**src/rtl/seq_mac_neuron_if.sv**
```systemverilog
// rtl/seq_mac_neuron_if.sv - activation-in / result-out handshake bundle for seq_mac_neuron
interface seq_mac_neuron_if #(
    parameter int DATA_W = 16
);
    logic                     in_valid;
    logic                     in_ready;
    logic signed [DATA_W-1:0] in_data;
    logic                     out_valid;
    logic                     out_ready;
    logic signed [DATA_W-1:0] out_data;
    logic                     busy;

    modport master (
        output in_valid, in_data, out_ready,
        input  in_ready, out_valid, out_data, busy
    );

    modport slave (
        input  in_valid, in_data, out_ready,
        output in_ready, out_valid, out_data, busy
    );
endinterface

```
**src/rtl/seq_mac_neuron.sv**
```systemverilog
// rtl/seq_mac_neuron.sv - sequential fixed-point MAC neuron with ReLU, optional NEURON_SATURATE_EN clamp
module seq_mac_neuron #(
    parameter int INPUT_COUNT = 4,
    parameter int DATA_W      = 16,
    parameter int FRAC_BITS   = 8,
    parameter int ACC_W       = 40,
    parameter logic signed [DATA_W-1:0] WEIGHTS [INPUT_COUNT] = '{default: 0},
    parameter logic signed [DATA_W-1:0] BIAS = '0
) (
    input logic              clk,
    input logic              rst,
    seq_mac_neuron_if.slave  bus
);
    localparam int IDX_W = (INPUT_COUNT > 1) ? $clog2(INPUT_COUNT) : 1;
    localparam logic [IDX_W-1:0] LAST_IDX = IDX_W'(INPUT_COUNT - 1);

    // Bias is aligned to the product's 2*FRAC_BITS scale so the final shift treats both alike.
    localparam logic signed [ACC_W-1:0] BIAS_EXT = ACC_W'(BIAS);
    localparam logic signed [ACC_W-1:0] ACC_INIT = BIAS_EXT <<< FRAC_BITS;

    typedef enum logic {
        ST_ACCUM,
        ST_OUT
    } state_t;

    state_t                   state_q, state_d;
    logic [IDX_W-1:0]         idx_q, idx_d;
    logic signed [ACC_W-1:0]  acc_q, acc_d;
    logic                     out_valid_q, out_valid_d;
    logic signed [DATA_W-1:0] out_data_q, out_data_d;
    logic                     busy_q, busy_d;

    logic                       in_ready_c;
    logic signed [2*DATA_W-1:0] prod;
    logic signed [ACC_W-1:0]    acc_sum;
    logic signed [ACC_W-1:0]    final_val;
    logic signed [DATA_W-1:0]   activated;

    always_comb begin
        prod      = bus.in_data * WEIGHTS[idx_q];
        acc_sum   = acc_q + ACC_W'(prod);
        final_val = acc_sum >>> FRAC_BITS;
    end

`ifdef NEURON_SATURATE_EN
    localparam logic signed [ACC_W-1:0] MAX_POS = ACC_W'({1'b0, {(DATA_W-1){1'b1}}});

    always_comb begin
        activated = DATA_W'(final_val);
        if (final_val < 0) begin
            activated = '0;
        end else if (final_val > MAX_POS) begin
            activated = {1'b0, {(DATA_W-1){1'b1}}};
        end
    end
`else
    // Positive results wider than DATA_W keep only their low bits and may read as negative.
    always_comb begin
        activated = DATA_W'(final_val);
        if (final_val < 0) begin
            activated = '0;
        end
    end
`endif

    always_comb begin
        state_d     = state_q;
        idx_d       = idx_q;
        acc_d       = acc_q;
        out_valid_d = out_valid_q;
        out_data_d  = out_data_q;
        busy_d      = busy_q;
        in_ready_c  = 1'b0;

        case (state_q)
            ST_ACCUM: begin
                in_ready_c = 1'b1;
                if (bus.in_valid) begin
                    busy_d = 1'b1;
                    if (idx_q == LAST_IDX) begin
                        out_data_d  = activated;
                        out_valid_d = 1'b1;
                        state_d     = ST_OUT;
                    end else begin
                        idx_d = idx_q + 1'b1;
                        acc_d = acc_sum;
                    end
                end
            end
            ST_OUT: begin
                if (bus.out_ready) begin
                    out_valid_d = 1'b0;
                    idx_d       = '0;
                    acc_d       = ACC_INIT;
                    busy_d      = 1'b0;
                    state_d     = ST_ACCUM;
                end
            end
            default: begin
                state_d = ST_ACCUM;
            end
        endcase
    end

    always_ff @(posedge clk) begin
        if (rst) begin
            state_q     <= ST_ACCUM;
            idx_q       <= '0;
            acc_q       <= ACC_INIT;
            out_valid_q <= 1'b0;
            out_data_q  <= '0;
            busy_q      <= 1'b0;
        end else begin
            state_q     <= state_d;
            idx_q       <= idx_d;
            acc_q       <= acc_d;
            out_valid_q <= out_valid_d;
            out_data_q  <= out_data_d;
            busy_q      <= busy_d;
        end
    end

    assign bus.in_ready  = in_ready_c;
    assign bus.out_valid = out_valid_q;
    assign bus.out_data  = out_data_q;
    assign bus.busy      = busy_q;
endmodule

```
**src/flat_wrapper.sv**
```systemverilog
// flat-port wrapper written by rule: the top's interface ports become plain ports
module seq_mac_neuron_flat 
#(
    parameter int INPUT_COUNT = 4,
    parameter int DATA_W      = 16,
    parameter int FRAC_BITS   = 8,
    parameter int ACC_W       = 40,
    parameter logic signed [DATA_W-1:0] WEIGHTS [INPUT_COUNT] = '{default: 0},
    parameter logic signed [DATA_W-1:0] BIAS = '0
)
  (clk, rst, bus_in_valid, bus_in_data, bus_out_ready, bus_in_ready, bus_out_valid, bus_out_data, bus_busy);
  seq_mac_neuron_if #(.DATA_W(DATA_W)) bus_i ();
  input logic clk;
  input logic rst;
  input wire logic [$bits(bus_i.in_valid)-1:0] bus_in_valid;
  input wire logic [$bits(bus_i.in_data)-1:0] bus_in_data;
  input wire logic [$bits(bus_i.out_ready)-1:0] bus_out_ready;
  output wire logic [$bits(bus_i.in_ready)-1:0] bus_in_ready;
  output wire logic [$bits(bus_i.out_valid)-1:0] bus_out_valid;
  output wire logic [$bits(bus_i.out_data)-1:0] bus_out_data;
  output wire logic [$bits(bus_i.busy)-1:0] bus_busy;
  assign bus_i.in_valid = bus_in_valid;
  assign bus_i.in_data = bus_in_data;
  assign bus_i.out_ready = bus_out_ready;
  assign bus_in_ready = bus_i.in_ready;
  assign bus_out_valid = bus_i.out_valid;
  assign bus_out_data = bus_i.out_data;
  assign bus_busy = bus_i.busy;
  seq_mac_neuron #(.INPUT_COUNT(INPUT_COUNT), .DATA_W(DATA_W), .FRAC_BITS(FRAC_BITS), .ACC_W(ACC_W), .WEIGHTS(WEIGHTS), .BIAS(BIAS)) u_core (.clk(clk), .rst(rst), .bus(bus_i));
endmodule
```
**config.mk**
```make
export PLATFORM = sky130hd
export DESIGN_NAME = seq_mac_neuron_flat
export DESIGN_NICKNAME = d
export VERILOG_FILES = /design/src/rtl/seq_mac_neuron_if.sv /design/src/rtl/seq_mac_neuron.sv /design/src/flat_wrapper.sv
export SDC_FILE = /design/constraint.sdc
export NUM_CORES = 1
export LEC_CHECK = 0
export CAP_MARGIN = 10
export CORE_UTILIZATION = 26
export DETAILED_ROUTE_END_ITERATION = 7
export MAX_ROUTING_LAYER = met4
export PLACE_DENSITY = 0.76
export RECOVER_POWER = 50
export SKIP_CTS_REPAIR_TIMING = 1
export SLEW_MARGIN = 40
export SYNTH_ARGS = -nofsm -noshare
export SYNTH_HDL_FRONTEND = slang
export SYNTH_SLANG_ARGS = --single-unit
```
**constraint.sdc**
```tcl
create_clock -name clk -period 1.2 [get_ports clk]
set_input_delay 0.24 -clock clk [delete_from_list [all_inputs] [get_ports clk]]
set_output_delay 0.24 -clock clk [all_outputs]
set_load 0.05 [all_outputs]
```
# Word level (Yosys, flattened, before mapping)
# Index checks and enable logic that the tools add are counted.
dict set report totals {
  register_bits 61
  output_inout_bits 19
}
dict set report classes {
  addsub 2
  multipliers 1
  n_lt_le_gt_ge 2
  eq_ne 5
  n_mux 23
  n_bitwise 2
  reduce_logical 4
}
# cell n
set op_table {}
lappend op_table {{$mux W40} 3}
lappend op_table {{$pmux W40 S2} 1}
lappend op_table {{$mux W16} 3}
lappend op_table {{$add A40 B32 Y40} 1}
lappend op_table {{$bmux W16 S2} 1}
lappend op_table {{$lt A32 B1 Y1 const B} 1}
lappend op_table {{$mul A16 B16 Y32} 1}
lappend op_table {{$reduce_and A3 Y1} 3}
lappend op_table {{$mux W1} 8}
lappend op_table {{$mux W2} 3}
lappend op_table {{$ne A2 B2 Y1 const B} 3}
lappend op_table {{$pmux W1 S2} 3}
lappend op_table {{$pmux W2 S2} 1}
lappend op_table {{$ge A3 B3 Y1 const B} 1}
lappend op_table {{$not A2 Y3} 1}
lappend op_table {{$add A2 B1 Y2 const B} 1}
lappend op_table {{$eq A2 B2 Y1 const B} 1}
lappend op_table {{$ne A2 B1 Y1 const B} 1}
lappend op_table {{$reduce_and A2 Y1} 1}
lappend op_table {{$not A1 Y1} 1}

# Longest topological paths before layout
dict set report logic_depth {
  ltp_word 9
  depth_mapped 4
  depth_no_buf 4
}

# Worst setup path before layout
# OpenSTA, ideal clock, no wires.
dict set report synth_timing {
  path_type {reg-to-reg}
  start {reg u_core.state_q}
  end {reg u_core.idx_q[0]}
  setup_ns 0.088
  arrival_time_ns 1.091
  path_slack_ns 0.021
  stages_incl_launch_ff 4
  n_path_buf 0
  synth_period_minus_slack_ns 1.179
  cell_sequence {dfxtp_1 inv_1 o21ai_0 a311oi_2}
}
dict set report synth_between {
  elab_chain_len 3
  word_cells_on_any_way 6
  cone_classes {eq/ne (3); mux (1); bitwise (1); reduce/logical (1)}
}
# element line
set synth_lines {}
lappend synth_lines {{start: declaration} seq_mac_neuron.sv:26} ;# state_t state_q, state_d;
lappend synth_lines {{start signal: assignment} seq_mac_neuron.sv:114} ;# state_q <= state_d;
lappend synth_lines {{$not A1 Y1 (no source line)} -}
lappend synth_lines {{$ne A2 B2 Y1 (no source line)} -}
lappend synth_lines {{$reduce_and A3 Y1 (no source line)} -}
lappend synth_lines {{end signal: assignment} seq_mac_neuron.sv:115} ;# idx_q <= idx_d;
lappend synth_lines {{end: declaration} seq_mac_neuron.sv:27} ;# logic [IDX_W-1:0] idx_q, idx_d;
# Several ways; a longest one is shown, not always the timed one.
# A chain may end at the register's enable or synchronous reset.

# Worst setup path in the final report
dict set report layout_timing {
  start {reg u_core.state_q}
  end {out bus_in_ready}
}
dict set report layout_between {
  elab_chain_len 1
}
# element line
set layout_lines {}
lappend layout_lines {{$mux W1} seq_mac_neuron.sv:75} ;# case (state_q)
lappend layout_lines {{end: declaration} flat_wrapper.sv:18} ;# output wire logic [$bits(bus_i.in_ready)-1:0] bus_in_ready;
# Every way passes these cells.

==> impl_metrics.yaml <==
route:
  ant_nets: 0
  vias: 251
  wirelength_um: 574
  drt_iter0_drc: 4
  vias_per_cell: 3.75
  avgRoutedWirePerCell_um: 8.57
  firstDrtPassIters: 2
  drc_errors: 0
timing:
  report.final.hold_viol_count: 0
  setup_viol: 0
  skew_ps: 11.5
  finalCritPeriodShare_pct: 96.4
  final.min_clock_period_ps: 1160
  final_max_slew_viol_count: 0
  setup_slack_ps: 43.2
  fmax_mhz: 864
synthesis:
  synth_top_family_by_area: "buffers and inverters"
  syn_area_um2: 358
  ys_top_cells_by_count: "16 x buf_4, 5 x dfxtp_1, 3 x a21oi_1, 3 x nand2_1, 3 x nor2_1"
  synth_fa_ha_area_share_pct: 6.99
  postSynthAreaPerCell_um2: 8.52
  synth_seq_cells: 5
  ys_seq_area_share_pct: 28.0
  synth_area_leaders: "buf_4 34%, dfxtp_1 28%, ha_1 7.0%"
  synth_edf_count: 0
  synth_top_cell_area_share_pct: 33.6
  ys_types: 15
  synth-async-reset-ratio_pct: 0
  synth_top_area_cell: "buf_4"
  yosys_warnings: 0
  synthSimpleGateAreaFrac_pct: 16.4
  synth-compound-area-share_pct: 11.9
  synthMuxAreaShare_pct: 0
  synthXorXnorAreaFrac_pct: 0
  synth_cells: 42
  yosysMostFrequentCell: "buf_4"
  synth_top_flop_cell: "dfxtp_1"
cts:
  cts_buffer_depth: 2
  cts-buffers-inserted: 3
  clock-sinks: 5
  clk_latency_ps: 250
  clock-root-buffer: "clkbuf_4"
  cts_max_level: 1
  clk_pin_slew_ps: 50
  cts_tree: "yes"
power_and_ir_drop:
  power.density_nw_per_um2: 1310
  ir_drop_uv: 391
  p_leak_uw: 0.000200
  finalPower_uw: 572
worst_setup_path:
  arrival_ps: 920
  critPathLaunchType: "flip-flop"
  worstSetupPathType: "flip-flop to output pin"
  cp_slowest_cell: "dfxtp_1"
  max_stage_delay_ps: 390
  required_ps: 960
  worstSetupEndpointType: "output pin"
  crit_chain: "inv_1, buf_12"
  crit_fanout: 5
flow_run:
  cap_violations: 0
die:
  rows: 13
  die_h_um: 39.1
  io_pins: 39
  coreArea_um2: 1280
  die_x_um: 39.1
  start_util_pct: 27.8
  die-area_um2: 1530
grt:
  grt_pass1_vias: 208
  grt_pass1_wl_um: 841
  overflow: 0
  grt_max_degree: 6
  grt.total_usage_pct: 9.73
  antenna_found_initial: 0
placement:
  post-place-ws_ps: -156
  finalWeightedCongestion: 0.830
  io_buffers: 6
  dp_hpwl_um: 431
status:
  status: "finished clean"
layout:
  drive_gt1_share_pct: 19.2
  n_antenna_cell: 0
  fin_nets: 75
  area_growth_pct: 21.7
worst_hold_path:
  hold_path_class: "flip-flop to flip-flop"
==> cell usage in the layout, fill, tap and decap left out, drive strengths merged <==
cell,n
nor2,3
clkbuf,5
a22oi,1
buf,3
and2b,1
nand3b,1
a311oi,1
or2b,1
nor3b,1
inv,2
a21oi,3
conb,16
o21ai,1
dfxtp,5
nand2,3
ha,2
clkdlybuf4s50,3
==> per-stage QoR <==
| stage | cells | TNS (ps) | util, % | instance area (um2) | hold WS, ps |
|---|---|---|---|---|---|
| floorplan | 57 | 0 | - | 414 | 308 |
| global placement | 63 | -253 | 31.9 | 410 | 500 |
| detailed placement | 63 | -339 | 31.9 | 410 | 517 |
| CTS | 67 | 0 | 34.0 | 437 | 522 |
| global route | 67 | -12.1 | 33.9 | 435 | 548 |
| finish | 67 | 0 | 33.9 | 435 | 523 |
==> report_power, final <==
group          switching, uW  internal [uW]
logic                    143           37.3
clock network           80.6            126
registers               8.18            176
total                    232            340
==> sequential cells by signal (all words and copies together) (netlist names) <==
signal                cells
u_core.state_q            1
u_core.bus.busy           1
u_core.idx_q              2
u_core.bus.out_valid      1
==> worst max-delay path, delay by kind of cell (launching register included) <==
family	cells	cell delay, ps
flip-flops	1	390
buffers and inverters	2	270
==> metal layers <==
| metal | vias up | share of wire [%] | track usage, % |
|---|---|---|---|
| met3 | 2 | 5.4 | 5.20 |
| met5 | - | 0 | - |
| met1 | 117 | 36 | 8.19 |
| met2 | 10 | 54 | 12.9 |
| li1 | 122 | - | - |
| met4 | 0 | 4.2 | 13.8 |
==> cell families after synthesis <==
group                    count (synthesis)
buffers and inverters                   18
AND/OR/NAND/NOR                         10
adder cells (fa/ha/maj)                  2
AO/OA/AOI/OAI                            6
flip-flops                               5
other                                    1
==> worst paths after layout <==
| path | to | slack (ps) | depth (start not counted) | startpoint |
|---|---|---|---|---|
| setup / recovery | bus_in_ready | 40 | 2 | u_core.state_q$_SDFF_PP0_ |
| setup reg to reg | u_core.idx_q[0]$_SDFFE_PP0P_ | 70 | 4 | u_core.idx_q[0]$_SDFFE_PP0P_ |
| hold / removal | u_core.idx_q[1]$_SDFFE_PP0P_ | 520 | 2 | u_core.idx_q[1]$_SDFFE_PP0P_ |
| hold reg to reg | u_core.idx_q[1]$_SDFFE_PP0P_ | 520 | 2 | u_core.idx_q[1]$_SDFFE_PP0P_ |
==> final cells by class <==
type | count | area (um2)
clock buffers | 4 | 26.3
flip-flops and latches | 5 | 100
well taps | 15 | 18.8
multi-input cells | 34 | 189
inverters | 2 | 7.51
repair buffers | 7 | 93.8
fillers | 139 | 850
Power figures use the tool's default switching activity.
